==> config.mk <==
export PLATFORM = sky130hd
export DESIGN_NAME = weight_stream_sequencer
export DESIGN_NICKNAME = d
export VERILOG_FILES = /design/src/rtl/weight_seq_pkg.sv /design/src/rtl/weight_seq_fifo.sv /design/src/rtl/weight_stream_sequencer.sv
export SDC_FILE = /design/constraint.sdc
export NUM_CORES = 1
export LEC_CHECK = 0
export CAP_MARGIN = 0
export CORE_ASPECT_RATIO = 2
export CORE_MARGIN = 2
export CORE_UTILIZATION = 50
export DETAILED_ROUTE_END_ITERATION = 6
export GPL_ROUTABILITY_DRIVEN = 0
export GPL_TIMING_DRIVEN = 0
export PLACE_DENSITY = 0.83
export SKIP_LAST_GASP = 1
export SLEW_MARGIN = 25
export SYNTH_ARGS = -nofsm -noshare
export SYNTH_HDL_FRONTEND = slang
export SYNTH_HIERARCHICAL = 1
export SYNTH_SLANG_ARGS = --single-unit
==> constraint.sdc <==
create_clock -name clk -period 3.7 [get_ports clk]
set_clock_uncertainty 0.1 [all_clocks]
set_input_delay 0.925 -clock clk [delete_from_list [all_inputs] [get_ports clk]]
set_output_delay 0.925 -clock clk [all_outputs]
set_load 0.005 [all_outputs]
==> src/rtl/weight_seq_pkg.sv <==
// Shared types, defaults and sizing helpers for the weight stream sequencer.
package weight_seq_pkg;

  typedef enum logic [1:0] {
    IDLE  = 2'd0,
    RUN   = 2'd1,
    DRAIN = 2'd2
  } seq_state_e;

  localparam int unsigned FIFO_DEPTH_DEF  = 4;
  localparam int unsigned ROM_LATENCY_DEF = 2;

  // Credit counter must hold FIFO_DEPTH itself, hence depth+1 values.
  function automatic int unsigned credit_width(input int unsigned depth);
    return $clog2(depth + 1);
  endfunction

endpackage

==> src/rtl/weight_seq_fifo.sv <==
// Synchronous show-ahead FIFO carrying {last, data}; push and pop may coincide at any occupancy.
module weight_seq_fifo
  import weight_seq_pkg::*;
#(
  parameter int unsigned WIDTH = 129,
  parameter int unsigned DEPTH = FIFO_DEPTH_DEF,
  localparam int unsigned CW   = credit_width(DEPTH),
  localparam int unsigned PW   = $clog2(DEPTH)
) (
  input  logic             clk,
  input  logic             rst,
  input  logic             i_push,
  input  logic [WIDTH-1:0] i_wdata,
  input  logic             i_pop,
  output logic [WIDTH-1:0] o_rdata,
  output logic             o_valid,
  output logic [CW-1:0]    o_count
);

  logic [WIDTH-1:0] r_mem [DEPTH];
  logic [PW-1:0]    r_wr_ptr;
  logic [PW-1:0]    r_rd_ptr;
  logic [CW-1:0]    r_count;

  always_ff @(posedge clk) begin
    if (i_push) r_mem[r_wr_ptr] <= i_wdata;
  end

  always_ff @(posedge clk) begin
    if (!rst) begin
      r_wr_ptr <= '0;
      r_rd_ptr <= '0;
      r_count  <= '0;
    end else begin
      if (i_push) r_wr_ptr <= (r_wr_ptr == PW'(DEPTH - 1)) ? '0 : r_wr_ptr + PW'(1);
      if (i_pop)  r_rd_ptr <= (r_rd_ptr == PW'(DEPTH - 1)) ? '0 : r_rd_ptr + PW'(1);
      case ({i_push, i_pop})
        2'b10:   r_count <= r_count + CW'(1);
        2'b01:   r_count <= r_count - CW'(1);
        default: r_count <= r_count;
      endcase
    end
  end

  assign o_rdata = r_mem[r_rd_ptr];
  assign o_valid = (r_count != '0);
  assign o_count = r_count;

endmodule

==> src/rtl/weight_stream_sequencer.sv <==
// Streams a ce-gated, fixed-latency weight ROM onto a valid/ready bus, cfg_passes sweeps per start.
// Optional stall_cycles counter enabled by defining WEIGHT_SEQ_STALL_CNT_EN.
module weight_stream_sequencer
  import weight_seq_pkg::*;
#(
  parameter int unsigned DWIDTH      = 128,
  parameter int unsigned DEPTH       = 576,
  parameter int unsigned AWIDTH      = $clog2(DEPTH) + 1,
  parameter int unsigned ROM_LATENCY = ROM_LATENCY_DEF,
  parameter int unsigned FIFO_DEPTH  = FIFO_DEPTH_DEF,
  parameter int unsigned PASS_WIDTH  = 16
) (
  input  logic                  clk,
  input  logic                  rst,
  input  logic                  start,
  input  logic [PASS_WIDTH-1:0] cfg_passes,
  output logic                  busy,
  output logic                  done,
  output logic [AWIDTH-1:0]     rom_addr,
  output logic                  rom_ce,
  input  logic [DWIDTH-1:0]     rom_q,
  output logic [DWIDTH-1:0]     data_out,
  output logic                  data_out_last,
  output logic                  data_out_valid,
  input  logic                  data_out_ready
`ifdef WEIGHT_SEQ_STALL_CNT_EN
  ,
  output logic [31:0]           stall_cycles
`endif
);

  localparam int unsigned CW = credit_width(FIFO_DEPTH);

  seq_state_e             r_state;
  seq_state_e             w_state_nxt;
  logic                   w_done_nxt;
  logic                   r_done;
  logic [AWIDTH-1:0]      r_addr_cnt;
  logic [PASS_WIDTH-1:0]  r_pass_cnt;
  logic [PASS_WIDTH-1:0]  r_passes;
  logic [CW-1:0]          r_credits;
  logic [ROM_LATENCY-1:0] r_vld_pipe;
  logic [ROM_LATENCY-1:0] r_last_pipe;
  logic                   r_fresh;

  logic                   w_issue;
  logic                   w_addr_wrap;
  logic                   w_pass_wrap;
  logic                   w_rom_ce;
  logic                   w_push;
  logic                   w_pop;
  logic                   w_accept;
  logic                   w_fifo_valid;
  logic [CW-1:0]          w_fifo_count;
  logic [DWIDTH:0]        w_fifo_head;

  assign w_accept    = (r_state == IDLE) && start;
  assign w_issue     = (r_state == RUN) && (r_credits != '0);
  assign w_addr_wrap = (r_addr_cnt == AWIDTH'(DEPTH - 1));
  assign w_pass_wrap = (r_pass_cnt == r_passes - PASS_WIDTH'(1));
  assign w_rom_ce    = w_issue | (|r_vld_pipe);
  // fresh marks that the ROM output just advanced, so a held word is pushed once only.
  assign w_push      = r_fresh && r_vld_pipe[ROM_LATENCY-1];
  assign w_pop       = w_fifo_valid && data_out_ready;

  always_ff @(posedge clk) begin
    if (!rst) r_state <= IDLE;
    else      r_state <= w_state_nxt;
  end

  always_comb begin
    w_state_nxt = r_state;
    w_done_nxt  = 1'b0;
    case (r_state)
      IDLE: begin
        if (start) begin
          if (cfg_passes == '0) w_done_nxt  = 1'b1;
          else                  w_state_nxt = RUN;
        end
      end
      RUN: begin
        if (w_issue && w_addr_wrap && w_pass_wrap) w_state_nxt = DRAIN;
      end
      DRAIN: begin
        // Leave as the final buffered word is taken, so done lands the cycle after that pop.
        if ((r_vld_pipe == '0) &&
            (!w_fifo_valid || ((w_fifo_count == CW'(1)) && w_pop))) begin
          w_state_nxt = IDLE;
          w_done_nxt  = 1'b1;
        end
      end
      default: w_state_nxt = IDLE;
    endcase
  end

  always_ff @(posedge clk) begin
    if (!rst) begin
      r_done      <= 1'b0;
      r_addr_cnt  <= '0;
      r_pass_cnt  <= '0;
      r_passes    <= '0;
      r_credits   <= CW'(FIFO_DEPTH);
      r_vld_pipe  <= '0;
      r_last_pipe <= '0;
      r_fresh     <= 1'b0;
    end else begin
      r_done  <= w_done_nxt;
      r_fresh <= w_rom_ce;
      if (w_accept) begin
        r_passes   <= cfg_passes;
        r_addr_cnt <= '0;
        r_pass_cnt <= '0;
      end else if (w_issue) begin
        if (w_addr_wrap) begin
          r_addr_cnt <= '0;
          r_pass_cnt <= w_pass_wrap ? '0 : r_pass_cnt + PASS_WIDTH'(1);
        end else begin
          r_addr_cnt <= r_addr_cnt + AWIDTH'(1);
        end
      end
      case ({w_issue, w_pop})
        2'b10:   r_credits <= r_credits - CW'(1);
        2'b01:   r_credits <= r_credits + CW'(1);
        default: r_credits <= r_credits;
      endcase
      if (w_rom_ce) begin
        r_vld_pipe  <= ROM_LATENCY'({r_vld_pipe, w_issue});
        r_last_pipe <= ROM_LATENCY'({r_last_pipe, w_issue && w_addr_wrap});
      end
    end
  end

  weight_seq_fifo #(
    .WIDTH (DWIDTH + 1),
    .DEPTH (FIFO_DEPTH)
  ) u_fifo (
    .clk     (clk),
    .rst     (rst),
    .i_push  (w_push),
    .i_wdata ({r_last_pipe[ROM_LATENCY-1], rom_q}),
    .i_pop   (w_pop),
    .o_rdata (w_fifo_head),
    .o_valid (w_fifo_valid),
    .o_count (w_fifo_count)
  );

  assign busy           = (r_state != IDLE);
  assign done           = r_done;
  assign rom_addr       = r_addr_cnt;
  assign rom_ce         = w_rom_ce;
  assign data_out_valid = w_fifo_valid;
  assign data_out       = w_fifo_valid ? w_fifo_head[DWIDTH-1:0] : '0;
  assign data_out_last  = w_fifo_valid & w_fifo_head[DWIDTH];

`ifdef WEIGHT_SEQ_STALL_CNT_EN
  logic [31:0] r_stall_cnt;

  // Saturating count of backpressured cycles for the current job.
  always_ff @(posedge clk) begin
    if (!rst)                                                    r_stall_cnt <= '0;
    else if (w_accept)                                           r_stall_cnt <= '0;
    else if (w_fifo_valid && !data_out_ready && (r_stall_cnt != '1)) r_stall_cnt <= r_stall_cnt + 32'(1);
  end

  assign stall_cycles = r_stall_cnt;
`endif

endmodule

Yosys cells after proc, flatten, opt, wreduce, memory -nomap -nowiden

Memory sizes are Yosys's and may differ from the RTL's. A register that Yosys moved wholly into a read port is not among the register bits.
Index checks and enable logic that the tools add are counted.

Bits in registers: 61
Bits in latches: 0
Bits in writable memories: 516
ROM bits: 0
Input bits: 148
Output and inout bits: 144
Word-level logic and storage cells: 82
Memories: 1

$add $sub $neg: 9
Multiply operators: 0
Divide/modulo/power cells: 0
Order comparisons: 0
Equal/unequal tests: 15
Shift-type cells: 0
Mux-type cells: 20
Bitwise logic cells: 3
Reduce and logical (&&, ||, !) cells: 22

Memory list:

| name         | depth | bits a word | rd ports | clocked after memory_dff | write ports | RTL line              | source |
|---|---|---|---|---|---|---|---|
| u_fifo.r_mem | 4     | 129         | 1        | 1                        | 1           | weight_seq_fifo.sv:20 | `logic [WIDTH-1:0] r_mem [DEPTH];` |

Operators by type and width:

| operator                | count |
|---|---|
| $mux W128               | 1 |
| $add A16 B1 Y16 const B | 1 |
| $eq A16 B16 Y1          | 1 |
| $logic_not A16 Y1       | 1 |
| $mux W16                | 1 |
| $mux W2                 | 8 |
| $sub A16 B1 Y16 const B | 1 |
| $pmux W3 S2             | 2 |
| $add A11 B1 Y11 const B | 1 |
| $eq A11 B10 Y1 const B  | 1 |
| $mux W11                | 1 |
| $eq A2 B2 Y1 const B    | 5 |
| $logic_and A1 B1 Y1     | 8 |
| $add A3 B1 Y3 const B   | 2 |
| $eq A2 B1 Y1 const B    | 3 |
| $ne A2 B2 Y1 const B    | 3 |
| $pmux W2 S3             | 1 |
| $reduce_bool A2 Y1      | 3 |
| $reduce_bool A3 Y1      | 2 |
| $sub A3 B1 Y3 const B   | 2 |
| $mux W1                 | 5 |
| $add A2 B1 Y2 const B   | 2 |
| $logic_not A2 Y1        | 2 |
| $reduce_and A4 Y1       | 1 |
| 10 further kinds        | 11 |

Depth between registers and ports, before layout

Depth after elaboration: 7
Depth in mapped cells: 10
Depth with buffers taken out: 9

Hierarchy

Netlist, hierarchy kept.

By module, submodules not included:

| module                  | times used | cells each | area each (um^2) | sequential area each (um^2) |
|---|---|---|---|---|
| weight_seq_fifo         | 1          | 715        | 19069.5          | 15675.0 |
| weight_stream_sequencer | 1          | 501        | 3887.5           | 1081.0 |

Least setup slack after synthesis

OpenSTA, ideal clock, no wires.

Kind: reg2reg
Start point: reg r_vld_pipe[1]
End point: mem u_fifo.r_mem[0][0] (enable)
Setup time: 0.503 ns
Data arrival time: 3.513 ns
Required time: 3.097 ns
Slack: -0.416 ns
Stages on the path, launching flop included: 3
Path buffers: 0
Clock period less this slack: 4.116 ns
Cell sequence: dfxtp_1 > and2_1 > and2_1

Longest elaborated chain between the ends: 3

RTL lines:

| element                       | RTL line                       | source |
|---|---|---|
| start: declaration            | weight_stream_sequencer.sv:42  | `logic [ROM_LATENCY-1:0] r_vld_pipe;` |
| start signal: assignment      | weight_stream_sequencer.sv:127 | `r_vld_pipe <= ROM_LATENCY'({r_vld_pipe, w_issue});` |
| $logic_and A1 B1 Y1           | weight_stream_sequencer.sv:63  | `assign w_push = r_fresh && r_vld_pipe[ROM_LATENCY-1];` |
| net w_push                    | weight_stream_sequencer.sv:50  | `logic w_push;` |
| $mux W1                       | weight_seq_fifo.sv:26          | `if (i_push) r_mem[r_wr_ptr] <= i_wdata;` |
| $mux W1 (not written as such) | weight_seq_fifo.sv:26          |  |
| end: declaration              | weight_seq_fifo.sv:20          |  |

The timed path passes the listed nets, and every way through them passes these cells.

Worst setup path in the final report

Start point: reg u_fifo.r_count[0] (netlist: u_fifo/o_count[0])
End point: out data_out[112]

Longest elaborated chain between the ends: 2

RTL lines:

| element                  | RTL line                       | source |
|---|---|---|
| start: declaration       | weight_seq_fifo.sv:23          | `logic [CW-1:0] r_count;` |
| start signal: assignment | weight_seq_fifo.sv:38          | `2'b10: r_count <= r_count + CW'(1);` |
| start signal: assignment | weight_seq_fifo.sv:39          | `2'b01: r_count <= r_count - CW'(1);` |
| start signal: assignment | weight_seq_fifo.sv:40          | `default: r_count <= r_count;` |
| $reduce_bool A3 Y1       | weight_seq_fifo.sv:46          | `assign o_valid = (r_count != '0);` |
| $mux W128                | weight_stream_sequencer.sv:152 | `assign data_out = w_fifo_valid ? w_fifo_head[DWIDTH-1:0] : '0;` |
| end: declaration         | weight_stream_sequencer.sv:22  | `output logic [DWIDTH-1:0] data_out,` |

Every way passes these cells.

==> flow_summary_export.csv <==
group,metric,value,unit
die,initial_utilization,0.504,
clock_tree,ctsRootBufferMaster,"clkbuf_16",
worst_hold_path,min_delay_path_depth,2,
die,rows,111,
timing,setup_violations,0,
timing,rsz0062_at_grt,"no",
clock_tree,cts.sinks,579,
clock_tree,htreeDepth,2,
yosys,synthMuxAreaShare,0.129,
yosys,synthAdderAreaFrac,0.00719,
timing,max_freq,277,MHz
timing,hold_viol,0,
route,antenna_left,0,
worst_setup_path,rr_endpoint,"r_pass_cnt[9]",
finish,layout_common_cells,"edfxtp_1 (516), clkdlybuf4s50_1 (290), and2_1 (137), mux4_2 (129), dfxtp_1 (62)",
timing,relSlewSlack,0.461,
worst_setup_path,path_max_fanout,10,
yosys,synth_area_leader_cell,"edfxtp_1",
pwr,leakage,9.07,nW
yosys,synthesis.area,23000,µm²
pwr,switching_share,0.205,
worst_setup_path,cp-end-kind,"primary output",
clock_tree,insertion_delay,0.57,ns
pwr,p_per_area,458,nW/µm²
finish,multiInputGateArea,5830,µm²
timing,fin_ws,0.0937,ns
pwr,switchingPower,2.67,mW
route,first_iter_violations,733,
worst_setup_path,reg2reg_depth,7,
yosys,ys_seq_area_frac,0.730,
global_route,grt_pass1_vias,12782,
timing,min_period,3.61,ns
finish,layout.cells.non_filler,2175,
yosys,synth-xor-area-share,0.0171,
run_status,status,"complete, no violations",
yosys,synth_area_per_cell,18.9,µm²
job,drv_cap,0,
worst_setup_path,cp.required,2.67,ns
timing,worst_pin_slew,0.801,ns
die,ioPinCount,292,
worst_setup_path,ff2ff_setup_slack,0.53,ns
finish,syn_to_final_growth,24.2,%
finish,n_fill_cell,3170,
route,vias_per_cell,5.59,
yosys,synth_top_family_by_area,"multiplexers",
route,wl_per_cell,21.9,µm
clock_tree,cts_made_buffers,48,
finish,seq_area,16800,µm²
pwr,seq_power_share,0.550,
yosys,synth_top_area_share,0.675,
clock_tree,cts_tree,"done",
finish,layout.nets,1728,
pwr,share_comb_of_total_power,0.062,
yosys,synthSimpleGateAreaFrac,0.0780,
die,core_area,45600,µm²
worst_setup_path,crit_type,"register to primary output",
yosys,synthFlopType,"edfxtp_1",
finish,final_common_cell,"edfxtp_1",
pwr,p_int,10.4,mW
route,num_vias,12160,
yosys,ys_ff_latch,579,
pwr,ir_worst_vdd,475,µV
die,fp.dieArea,47700,µm²
worst_setup_path,r2r_start,"r_passes[2]",
yosys,yosys-top-cells-area,"edfxtp_1 (67%), mux4_2 (13%), dfxtp_1 (5.5%)",
yosys,syn_nets,1376,
clock_tree,path_clk_slew,0.07,ns
clock_tree,cts.path.max_buffers,3,
finish,layout-drive-gt1-share,0.171,
yosys,synth_warnings,6,
die,die_w,156,µm
yosys,synth_compound_area_frac,0.0215,
pwr,power,13.1,mW
worst_hold_path,hold_path_class,"register to register",
yosys,synthCells,1216,
place,dp_cells,2084,
route,drtPass1Iterations,5,
global_route,antenna_found_initial,10,
clock_tree,post-cts-setup-buffer-count,0,
global_route,grt_usage,0.201,
timing,post-route-period-util,0.975,
yosys,yosysUniqueCellTypes,57,
global_route,gr-total-overflow,0,
die,fp.dieH,307,µm
route,totalWireLength,47700,µm
worst_hold_path,hold_end,"r_last_pipe[1]",
worst_setup_path,startpoint_type,"register",
route,drc_errors,0,
place,pre_cts_ws,-0.350,ns
place,dp_hpwl,32500,µm
timing,slew_violations,0,
clock_tree,cts_hold_buffers,0,
place,io_buffer_count,291,
worst_hold_path,hold_start,"r_last_pipe[0]",
pwr,pwr-share-clk,0.389,
yosys,async_flop_share,0,
yosys,synth-edff-count,516,
global_route,grt_pass1_wl,72700,µm
worst_setup_path,arrival,2.58,ns
global_route,grt_start_max_net_pins,47,
-- flip-flops by register name, summed over array words and instances (netlist names), named ones only --
| register | cells |
|---|---|
| u_fifo/r_rd_ptr | 2 |
| r_pass_cnt | 16 |
| r_credits | 3 |
| u_fifo/r_wr_ptr | 2 |
| rom_addr | 11 |
| r_vld_pipe | 2 |
| u_fifo/r_mem | 516 |
| r_fresh | 1 |
| done | 1 |
| r_state | 2 |
| r_passes | 16 |
| u_fifo/o_count | 3 |
| r_last_pipe | 2 |
-- final cells by class --
type	instances	area share
antenna	2	0.000176
multi-input combinational	566	0.205
clock inverter	33	0.0105
sequential	579	0.588
tap	565	0.0248
inverter	12	0.00158
clock buffer	57	0.0452
timing repair buffer	303	0.112
buffer	58	0.0131
-- metrics by stage --
step | utilization | cell area (µm²) | hold WS, ns | setup TNS, ns
finish | 0.626 | 28500 | 0.381 | 0
global route | 0.626 | 28500 | 0.425 | 0
CTS | 0.626 | 28500 | 0.379 | 0
detailed placement | 0.590 | 26900 | 0.366 | -19.95
global placement | 0.584 | 26600 | 0.369 | -123.93
floorplan | - | 23000 | 0.344 | 0
-- synthesized netlist by cell type, types with 4 or more instances --
cell type / n
xnor2_1: 20
xor2_1: 23
or3_1: 5
nand3_1: 12
mux4_2: 129
o22ai_1: 4
mux2i_1: 5
nand3b_1: 5
ha_1: 10
o21ai_0: 4
buf_2: 9
dfxtp_1: 63
nand2_1: 51
inv_1: 12
a21oi_1: 8
a211oi_1: 15
a21boi_0: 19
nor2b_1: 9
clkbuf_1: 32
nor3_1: 11
nor4_1: 8
and4_1: 4
and3_1: 6
edfxtp_1: 516
nand4_1: 14
nand2b_1: 4
buf_6: 14
nor3b_1: 5
nor2_1: 21
and2_1: 141
-- power groups by stage --
stage	Clock, mW	Combinational, mW	Sequential, mW
after floorplan	0	0.362	7.32
after global placement	0	0.781	7.32
after detailed placement	0	0.806	7.32
after CTS	5.20	0.816	7.18
after global routing	5.42	0.879	7.18
final	5.08	0.805	7.18
-- per-layer routing --
layer / global-route usage / routed length [µm] / vias up
li1: - / - / 5503
met1: 0.251 / 18200 / 6072
met2: 0.335 / 23500 / 489
met3: 0.0672 / 4690 / 80
met4: 0.0585 / 1230 / 16
met5: 0 / 107 / -
-- worst max path at each step --
stage | to | slack [ns] | from | cells past startpoint
finish | data_out[112] | 0.09 | u_fifo/o_count[0] | 5
global route | data_out[114] | 0.004 | u_fifo/o_count[0] | 5
CTS | data_out[99] | 0.005 | u_fifo/o_count[1] | 5
detailed placement | data_out[126] | -0.35 | u_fifo/o_count[0] | 5
global placement | data_out[61] | -0.35 | u_fifo/o_count[0] | 5
floorplan | u_fifo/r_mem[3][0] | 1.0 | r_vld_pipe[1] | 2
-- critical path: stages (launching register included) --
cell and delay, ns:
dfxtp_1 0.36, or3_4 0.49, clkbuf_8 0.23, clkbuf_2 0.21
and2_1 0.17, clkdlybuf4s50_1 0.53
-- repair_timing --
item	4_1_cts	5_1_grt
gates resized for setup	18	10
cloned	0	0
setup endpoints to repair	116	36
-- cell families (layout without fill, tap and decap cells) --
| logic type | count (synthesis) | in the layout |
|---|---|---|
| compound gates | 66 | 66 |
| xor+xnor | 44 | 44 |
| fa+ha+maj | 12 | 12 |
| buf+inv | 71 | 463 |
| flops | 579 | 579 |
| mux | 135 | 135 |
| other cells | 0 | 2 |
| simple gates | 309 | 309 |
(Power assumes the default switching activity.)
